## config.mk

```make
export PLATFORM = sky130hd
export DESIGN_NAME = square_bcd_display
export DESIGN_NICKNAME = d
export VERILOG_FILES = /design/src/rtl/square_disp_pkg.sv /design/src/rtl/seg7_decode.sv /design/src/rtl/square_bcd_display.sv
export SDC_FILE = /design/constraint.sdc
export NUM_CORES = 1
export LEC_CHECK = 0
export CAP_MARGIN = 20
export CELL_PAD_IN_SITES_DETAIL_PLACEMENT = 1
export CELL_PAD_IN_SITES_GLOBAL_PLACEMENT = 1
export CORE_MARGIN = 3
export CORE_UTILIZATION = 41
export DETAILED_ROUTE_END_ITERATION = 10
export GPL_TIMING_DRIVEN = 0
export PLACE_DENSITY = 0.78
export SETUP_SLACK_MARGIN = 0.4
export SLEW_MARGIN = 20
export SYNTH_ARGS = -nofsm -noshare
export SYNTH_HDL_FRONTEND = slang
export SYNTH_HIERARCHICAL = 1
export SYNTH_SLANG_ARGS = --single-unit
```

## constraint.sdc

```tcl
create_clock -name CLOCK_50 -period 2.8 [get_ports CLOCK_50]
set_clock_uncertainty 0.05 [all_clocks]
set_input_delay 0.56 -clock CLOCK_50 [delete_from_list [all_inputs] [get_ports CLOCK_50]]
set_output_delay 0.56 -clock CLOCK_50 [all_outputs]
set_load 0.005 [all_outputs]
```

## src/rtl/square_disp_pkg.sv

```systemverilog
// rtl/square_disp_pkg.sv - shared types, segment codes and parameter check helper
//
// Contents:
//   state_t          FSM state encoding {IDLE, CONV}
//   SEG_0..SEG_9     active-low gfedcba patterns for decimal digits
//   SEG_BLANK        all segments off
//   min_digits()     smallest BCD digit count able to hold 2^width-1
package square_disp_pkg;

  typedef enum logic {
    IDLE = 1'b0,
    CONV = 1'b1
  } state_t;

  localparam logic [6:0] SEG_0     = 7'b1000000;
  localparam logic [6:0] SEG_1     = 7'b1111001;
  localparam logic [6:0] SEG_2     = 7'b0100100;
  localparam logic [6:0] SEG_3     = 7'b0110000;
  localparam logic [6:0] SEG_4     = 7'b0011001;
  localparam logic [6:0] SEG_5     = 7'b0010010;
  localparam logic [6:0] SEG_6     = 7'b0000010;
  localparam logic [6:0] SEG_7     = 7'b1111000;
  localparam logic [6:0] SEG_8     = 7'b0000000;
  localparam logic [6:0] SEG_9     = 7'b0010000;
  localparam logic [6:0] SEG_BLANK = 7'b1111111;

  // Smallest d with 10^d > 2^width - 1.
  function automatic int min_digits(input int width);
    int    d;
    longint lim;
    longint maxv;
    d    = 1;
    lim  = 10;
    maxv = (longint'(1) << width) - 1;
    for (int i = 0; i < 19; i++) begin
      if (lim <= maxv) begin
        d   = d + 1;
        lim = lim * 10;
      end
    end
    return d;
  endfunction

endpackage

```

## src/rtl/seg7_decode.sv

```systemverilog
// rtl/seg7_decode.sv - 4-bit BCD digit to active-low seven-segment pattern
//
// Ports:
//   digit  in   4  BCD digit (10..15 decode to blank)
//   seg    out  7  active-low segments, bit order gfedcba
module seg7_decode
  import square_disp_pkg::*;
(
  input  logic [3:0] digit,
  output logic [6:0] seg
);

  always_comb begin
    seg = SEG_BLANK;
    case (digit)
      4'd0:    seg = SEG_0;
      4'd1:    seg = SEG_1;
      4'd2:    seg = SEG_2;
      4'd3:    seg = SEG_3;
      4'd4:    seg = SEG_4;
      4'd5:    seg = SEG_5;
      4'd6:    seg = SEG_6;
      4'd7:    seg = SEG_7;
      4'd8:    seg = SEG_8;
      4'd9:    seg = SEG_9;
      default: seg = SEG_BLANK;
    endcase
  end

endmodule

```

## src/rtl/square_bcd_display.sv

```systemverilog
// rtl/square_bcd_display.sv - iterative double-dabble BCD converter driving two 7-seg digits
//
// Ports:
//   CLOCK_50  in   1           clock, rising edge
//   RESET_N   in   1           asynchronous active-low reset
//   in_value  in   WIDTH       binary value from the squarer
//   in_valid  in   1           in_value is valid
//   in_ready  out  1           block is idle and can accept
//   done      out  1           one-cycle pulse when new digits are latched
//   bcd       out  4*DIGITS    latched BCD result, ones digit in [3:0]
//   HEX0      out  7           ones digit, active-low gfedcba
//   HEX1      out  7           tens digit, active-low gfedcba, blanked when zero
module square_bcd_display
  import square_disp_pkg::*;
#(
  parameter int WIDTH  = 6,
  parameter int DIGITS = 2
) (
  input  logic                  CLOCK_50,
  input  logic                  RESET_N,
  input  logic [WIDTH-1:0]      in_value,
  input  logic                  in_valid,
  output logic                  in_ready,
  output logic                  done,
  output logic [4*DIGITS-1:0]   bcd,
  output logic [6:0]            HEX0,
  output logic [6:0]            HEX1
);

  localparam int BW = 4 * DIGITS;
  localparam int CW = $clog2(WIDTH + 1);

  if (DIGITS < min_digits(WIDTH)) begin : g_bad_digits
    $error("square_bcd_display: DIGITS too small for WIDTH");
  end

  state_t         state;
  logic [WIDTH-1:0] bin;
  logic [BW-1:0]  scratch;
  logic [BW-1:0]  adj;
  logic [BW-1:0]  next_scratch;
  logic [CW-1:0]  count;
  logic [3:0]     tens_next;
  logic [6:0]     seg_ones;
  logic [6:0]     seg_tens;

  assign in_ready = (state == IDLE);

  // One double-dabble step: add 3 to any digit >= 5, then shift the
  // binary MSB into the bottom of the scratch register. The bit shifted
  // out of the top digit is always zero when DIGITS is legal.
  always_comb begin
    adj = scratch;
    for (int i = 0; i < DIGITS; i++) begin
      if (scratch[4*i +: 4] >= 4'd5)
        adj[4*i +: 4] = scratch[4*i +: 4] + 4'd3;
    end
    next_scratch = BW'({adj, bin[WIDTH-1]});
  end

  if (DIGITS > 1) begin : g_tens
    assign tens_next = next_scratch[7:4];
  end else begin : g_no_tens
    assign tens_next = 4'd0;
  end

  // Decoders look at the value about to be latched so HEX* update on the
  // same edge as bcd.
  seg7_decode u_dec_ones (
    .digit (next_scratch[3:0]),
    .seg   (seg_ones)
  );

  seg7_decode u_dec_tens (
    .digit (tens_next),
    .seg   (seg_tens)
  );

  always_ff @(posedge CLOCK_50 or negedge RESET_N) begin
    if (!RESET_N) begin
      state   <= IDLE;
      bin     <= '0;
      scratch <= '0;
      count   <= '0;
      done    <= 1'b0;
      bcd     <= '0;
      HEX0    <= SEG_0;
      HEX1    <= SEG_BLANK;
    end else begin
      done <= 1'b0;
      case (state)
        IDLE: begin
          if (in_valid) begin
            bin     <= in_value;
            scratch <= '0;
            count   <= CW'(WIDTH);
            state   <= CONV;
          end
        end
        CONV: begin
          scratch <= next_scratch;
          bin     <= bin << 1;
          count   <= count - 1'b1;
          // Last step: latch the post-shift value directly.
          if (count == CW'(1)) begin
            bcd   <= next_scratch;
            HEX0  <= seg_ones;
            HEX1  <= (tens_next == 4'd0) ? SEG_BLANK : seg_tens;
            done  <= 1'b1;
            state <= IDLE;
          end
        end
        default: state <= IDLE;
      endcase
    end
  end

endmodule

```

== Word level (Yosys, flattened, before mapping) ==
Memory sizes are Yosys's and may differ from the RTL's. A register that Yosys moved wholly into a read port is not among the register bits.
Cells that the tools add are included.
Word-level totals
  register bits: 34
  memory bits (read-only): 224
  input port bits: 9
  output and inout bits: 24
  logic and storage cells: 34
  memories: 2
Operators by class
  $add $sub $neg: 3
  magnitude comparators: 2
  eq/ne operators: 2
  mux-type cells: 14
  bitwise gates (word level): 1
  reduce and logical (&&, ||, !) cells: 3
Memories
  (no name shown): words 16, width 7, rd ports 1, clocked after Yosys merged registers in 1, write ports 0, RTL line seg7_decode.sv:15  | case (digit)
  (no name shown): words 16, width 7, rd ports 1, clocked after Yosys merged registers in 0, write ports 0, RTL line seg7_decode.sv:15
Operator list (number)
  one-hot mux 8 bit (2 select lines): 1
  one-hot mux 6 bit (2 select lines): 1
  greater-or-equal comparator 4 x 3 -> 1 bit (second input constant): 2
  two-way mux 8 bit: 1
  two-way mux 7 bit: 1
  two-way mux 3 bit: 2
  two-way mux 6 bit: 1
  one-hot mux 3 bit (2 select lines): 1
  adder 4 x 2 -> 4 bit (second input constant): 1
  logical NOT 4 bit: 1
  two-way mux 1 bit: 4
  two-way mux 4 bit: 1
  adder 3 x 2 -> 3 bit (second input constant): 1
  == test 3 x 1 -> 1 bit (second input constant): 1
  subtractor 3 x 1 -> 3 bit (second input constant): 1
  != test 2 bit (second input constant): 1
  one-hot mux 1 bit (2 select lines): 1
  AND reduction 2 bit: 1
  logical NOT 1 bit: 1
  inverter 1 bit: 1

== Longest topological paths before layout ==
  word-level depth: 4
  gate-level depth with buffers: 12
  mapped depth without buffers: 12

== Modules after synthesis ==
Netlist, hierarchy kept.
Modules (own cells, without submodules)
  square_bcd_display: times used 1, cells each 183, area an instance 1856.8 µm², seq. area each 1036.0 µm²
  seg7_decode (u_dec_ones): times used 1, cells each 33, area an instance 210.2 µm², seq. area each 0.0 µm²
  seg7_decode (u_dec_tens): times used 1, cells each 31, area an instance 200.2 µm², seq. area each 0.0 µm²

== Worst setup path after synthesis ==
OpenSTA, ideal clock, no wires.
  path type: reg2reg
  from: register scratch[4]
  to: register HEX1[3]
  setup time: 0.087 ns
  arrival time: 2.235 ns
  data required time: 2.663 ns
  slack: 0.428 ns
  cell stages (with the launch flop): 13
  buffers on the path: 0
  clock period less this slack: 2.372 ns
  cells stage by stage: dfrtp_1 > inv_1 > ha_1 > nand2b_1 > a21oi_1 > xnor2_1 > inv_1 > ha_1 > or2_1 > a21oi_1 > nor2_1 > nor2_1 > o22ai_1
Between the ends
  longest elaborated chain between the ends: 4
  elaborated cells between the ends (all ways): 6
  classes of those cells: add/sub (1); order compare (1); mux (2); reduce/logical (1); memory (1)
RTL lines
  start, declared: RTL line square_bcd_display.sv:39  | logic [BW-1:0] scratch;
  start signal, assigned: RTL line square_bcd_display.sv:101  | scratch <= next_scratch;
  greater-or-equal comparator 4 x 3 -> 1 bit or adder 3 x 2 -> 3 bit (tied branches): RTL line square_bcd_display.sv:55, square_bcd_display.sv:56
  two-way mux 3 bit (*): RTL line square_bcd_display.sv:55  | if (scratch[4*i +: 4] >= 4'd5)
  named net adj[4]: RTL line square_bcd_display.sv:40  | logic [BW-1:0] adj;
  memory read (16 x 7 bit) (*)
  named net seg_tens[3]: RTL line square_bcd_display.sv:45  | logic [6:0] seg_tens;
  two-way mux 7 bit (*): RTL line square_bcd_display.sv:108  | HEX1 <= (tens_next == 4'd0) ? SEG_BLANK : seg_tens;
  end signal, assigned: RTL line square_bcd_display.sv:108
  end, declared: RTL line square_bcd_display.sv:27  | output logic [6:0] HEX1
Mark *: on every way through the listed nets, which the timed path passes. The rest lies on a longest branch.
A chain may end at the register's enable or synchronous reset.

== Final worst setup path ==
  from: register scratch[1]
  to: register HEX1[3]
Between the ends
  longest elaborated chain between the ends: 4
  elaborated cells between the ends (all ways): 6
  classes of those cells: add/sub (1); order compare (1); mux (2); reduce/logical (1); memory (1)
RTL lines (RTL line)
  adder 4 x 2 -> 4 bit or greater-or-equal comparator 4 x 3 -> 1 bit (tied branches): square_bcd_display.sv:56, square_bcd_display.sv:55
  two-way mux 4 bit (*): square_bcd_display.sv:55
  named net adj[3]: square_bcd_display.sv:40
  memory read (16 x 7 bit) (*)
  named net seg_tens[3]: square_bcd_display.sv:45
  two-way mux 7 bit (*): square_bcd_display.sv:108
Marked as above.

==> results.tsv <==
metric	value	unit
grt_max_degree	25	
die_width	80.4	um
vias	1900	
status	complete, no violations	
drt_wl_total	5890	um
fmax	429	MHz
p_per_area	1470	nW/um2
cp.buffers_inverters	2	
worst_pin_slew	539	ps
cts_tree	built	
post_synth_num_cell_types	34	
tns	0	ps
maxCapViolCount	0	
grt_pass1_vias	1863	
maxSlewHeadroom	64.0	%
critical_path.cell_chain	inv_2 -> ha_1 -> nand2b_4 -> nor3b_2 -> a21o_1 -> inv_1 -> ha_1 -> nand2_1 -> a21oi_1 -> nor2_1 -> nor2_1 -> o22ai_1	
p_leak	1.36	nW
final_cell_mix	nand2_1 (42), dfrtp_1 (31), clkdlybuf4s50_1 (30)	
synth_area	2270	um2
place.gp.congestion	0.758	
overflow	0	
cts_hold_buf	0	
hold_violations	0	
slowest_stage	dfrtp_1	
min_path_type	in -> async	
slew_viol_final	0	
clock_path_buffers	2	
final_area	2960	um2
initial_core_util	43.3	%
port_buffers	31	
synth_top_area_cell	dfrtp_1	
ant_nets	0	
netlist_instances	247	
crit_required	2970	ps
fin_crit	2330	ps
yosysTopAreaCellShare	36.4	%
synth_top_cells_by_area	dfrtp_1 (36%), dfstp_2 (9.3%), ha_1 (8.8%), nand2_1 (7.0%), nor2_1 (4.5%)	
ys.flop_type	dfrtp_1	
synthToLayoutAreaGrowth	30.7	%
critPathArrivalTime	2510	ps
path_max_fanout	5	
clk_pin_slew	80	ps
drc	0	
crit_family	simple AND/OR/NAND/NOR gates	
synth_nets	272	
final_common_cell	nand2_1	
core	5240	um2
synth-edff-count	0	
dieHeight	80.4	um
cts_sinks	41	
dieArea	6460	um2
yosys_warnings	6	
cts-root-buf	clkbuf_8	
grt_pass1_wl	9140	um
track_usage	18.1	%
path_class	reg -> reg	
dpl_cell_area	2680	um2
antenna_found_initial	0	
fin_nets	320	
critPathLaunchType	register	
layout-drive-gt1-share	19.6	%
dp.final_hpwl	3830	um
ys_seq_elements	41	
drtIter0Drc	47	
drt_first_pass_iters	4	
ir_worst_vdd	0.572	mV
antenna_cells	0	
timing.rr.start	scratch[1]	
ys_seq_area_share	45.7	%
async_flop_share	100	%
setup_viol	0	
clock_latency	300	ps
std_cell_rows	26	
wl_per_cell	16.1	um
min_period_over_period	83.3	%
crit_path_end_kind	register	
p_total	4.36	mW
rsz0062_at_grt	no	
synth_area_per_cell	9.18	um2
cts.htree.levels	2	
io_pins	33	
cp_slowest_stage_delay	400	ps
avgViaCountPerCell	5.19	
startpoint	scratch[1]	
cts_made_buffers	5	
stage by stage:
step / util [%] / hold WS (ps) / worst slack [ps] / cells
6_report: 56.6 / 136 / 467 / 366
3_3_place_gp: 50.9 / 397 / 3.93 / 348
3_5_place_dp: 51.2 / 412 / -39.3 / 349
5_1_grt: 56.6 / 169 / 298 / 366
4_1_cts: 54.0 / 147 / 342 / 358
2_1_floorplan: - / 214 / 428 / 247
what timing repair did:
item / CTS / global route
endpoints found under the setup margin: 13 / 13
hold endpoints to repair: 0 / 0
pin swaps: 1 / 1
resized for setup: 6 / 18
buffers inserted: 1 / 8
worst register-to-register path: cells and delay by family, from the launching register on:
kind            cells  cell delay, ps
compound gates      3             470
fa+ha+maj           2             480
buf+inv             2             230
flops               1             400
simple gates        5             630
sequential cells by signal (all words and copies together), names as in the netlist:
name,count
HEX1,7
state,1
done,1
HEX0,7
bin,6
bcd,8
count,3
scratch,8
final timing paths:
check                              to  slack [ps]  depth (start not counted)
min in group CLOCK_50         HEX0[6]         420                          2
max in group asynchronous  scratch[0]        2080                          2
setup / recovery              HEX1[3]         470                         12
setup reg to reg              HEX1[3]         470                         12
hold reg to reg               HEX0[6]         420                          2
hold / removal                 bcd[7]         140                          1
area by class of cell:
type | count | area [um2]
buffer | 12 | 66.3
clock buffer | 5 | 68.8
clock inverter | 3 | 46.3
fill | 598 | 2270
inverter | 16 | 60.1
multi-input combinational | 178 | 1200
sequential | 41 | 1040
tap | 70 | 87.6
timing repair buffer | 41 | 393
cells by family (layout without fill, tap and decap cells):
group / after synthesis / count (layout) / synth area share [%]
AO/OA/AOI/OAI: 53 / 53 / 14.1
AND/OR/NAND/NOR: 93 / 93 / 18.7
buffers and inverters: 28 / 77 / 5.52
adder cells (fa/ha/maj): 16 / 16 / 8.83
XOR/XNOR: 3 / 3 / 1.16
flip-flops: 41 / 41 / 45.7
multiplexers: 13 / 13 / 6.02
Yosys cell counts (3+ instances only):
| master | instances |
|---|---|
| a21o_1 | 6 |
| a21oi_1 | 12 |
| buf_2 | 4 |
| clkbuf_1 | 6 |
| dfrtp_1 | 33 |
| dfstp_2 | 8 |
| ha_1 | 16 |
| inv_1 | 15 |
| mux2_2 | 5 |
| mux2i_1 | 8 |
| nand2_1 | 42 |
| nand2b_1 | 8 |
| nor2_1 | 27 |
| nor3_1 | 5 |
| nor3b_1 | 4 |
| o21ai_0 | 18 |
| o22ai_1 | 8 |
| xnor2_1 | 3 |
power by group:
part / internal [mW] / switching, mW
Sequential: 0.911 / 0.212
Combinational: 1.30 / 1.45
Clock: 0.267 / 0.223
Total: 2.48 / 1.89
routing by layer:
metal	vias up	wire length [um]	share of wire, %	GRT usage [%]
li1	922	-	-	-
met1	945	2660	45	22.9
met2	27	3050	52	31.7
met3	6	133	2.3	3.36
met4	0	45	0.76	4.05
met5	-	0	0	0
No activity file was read; power rests on OpenSTA's default activity.
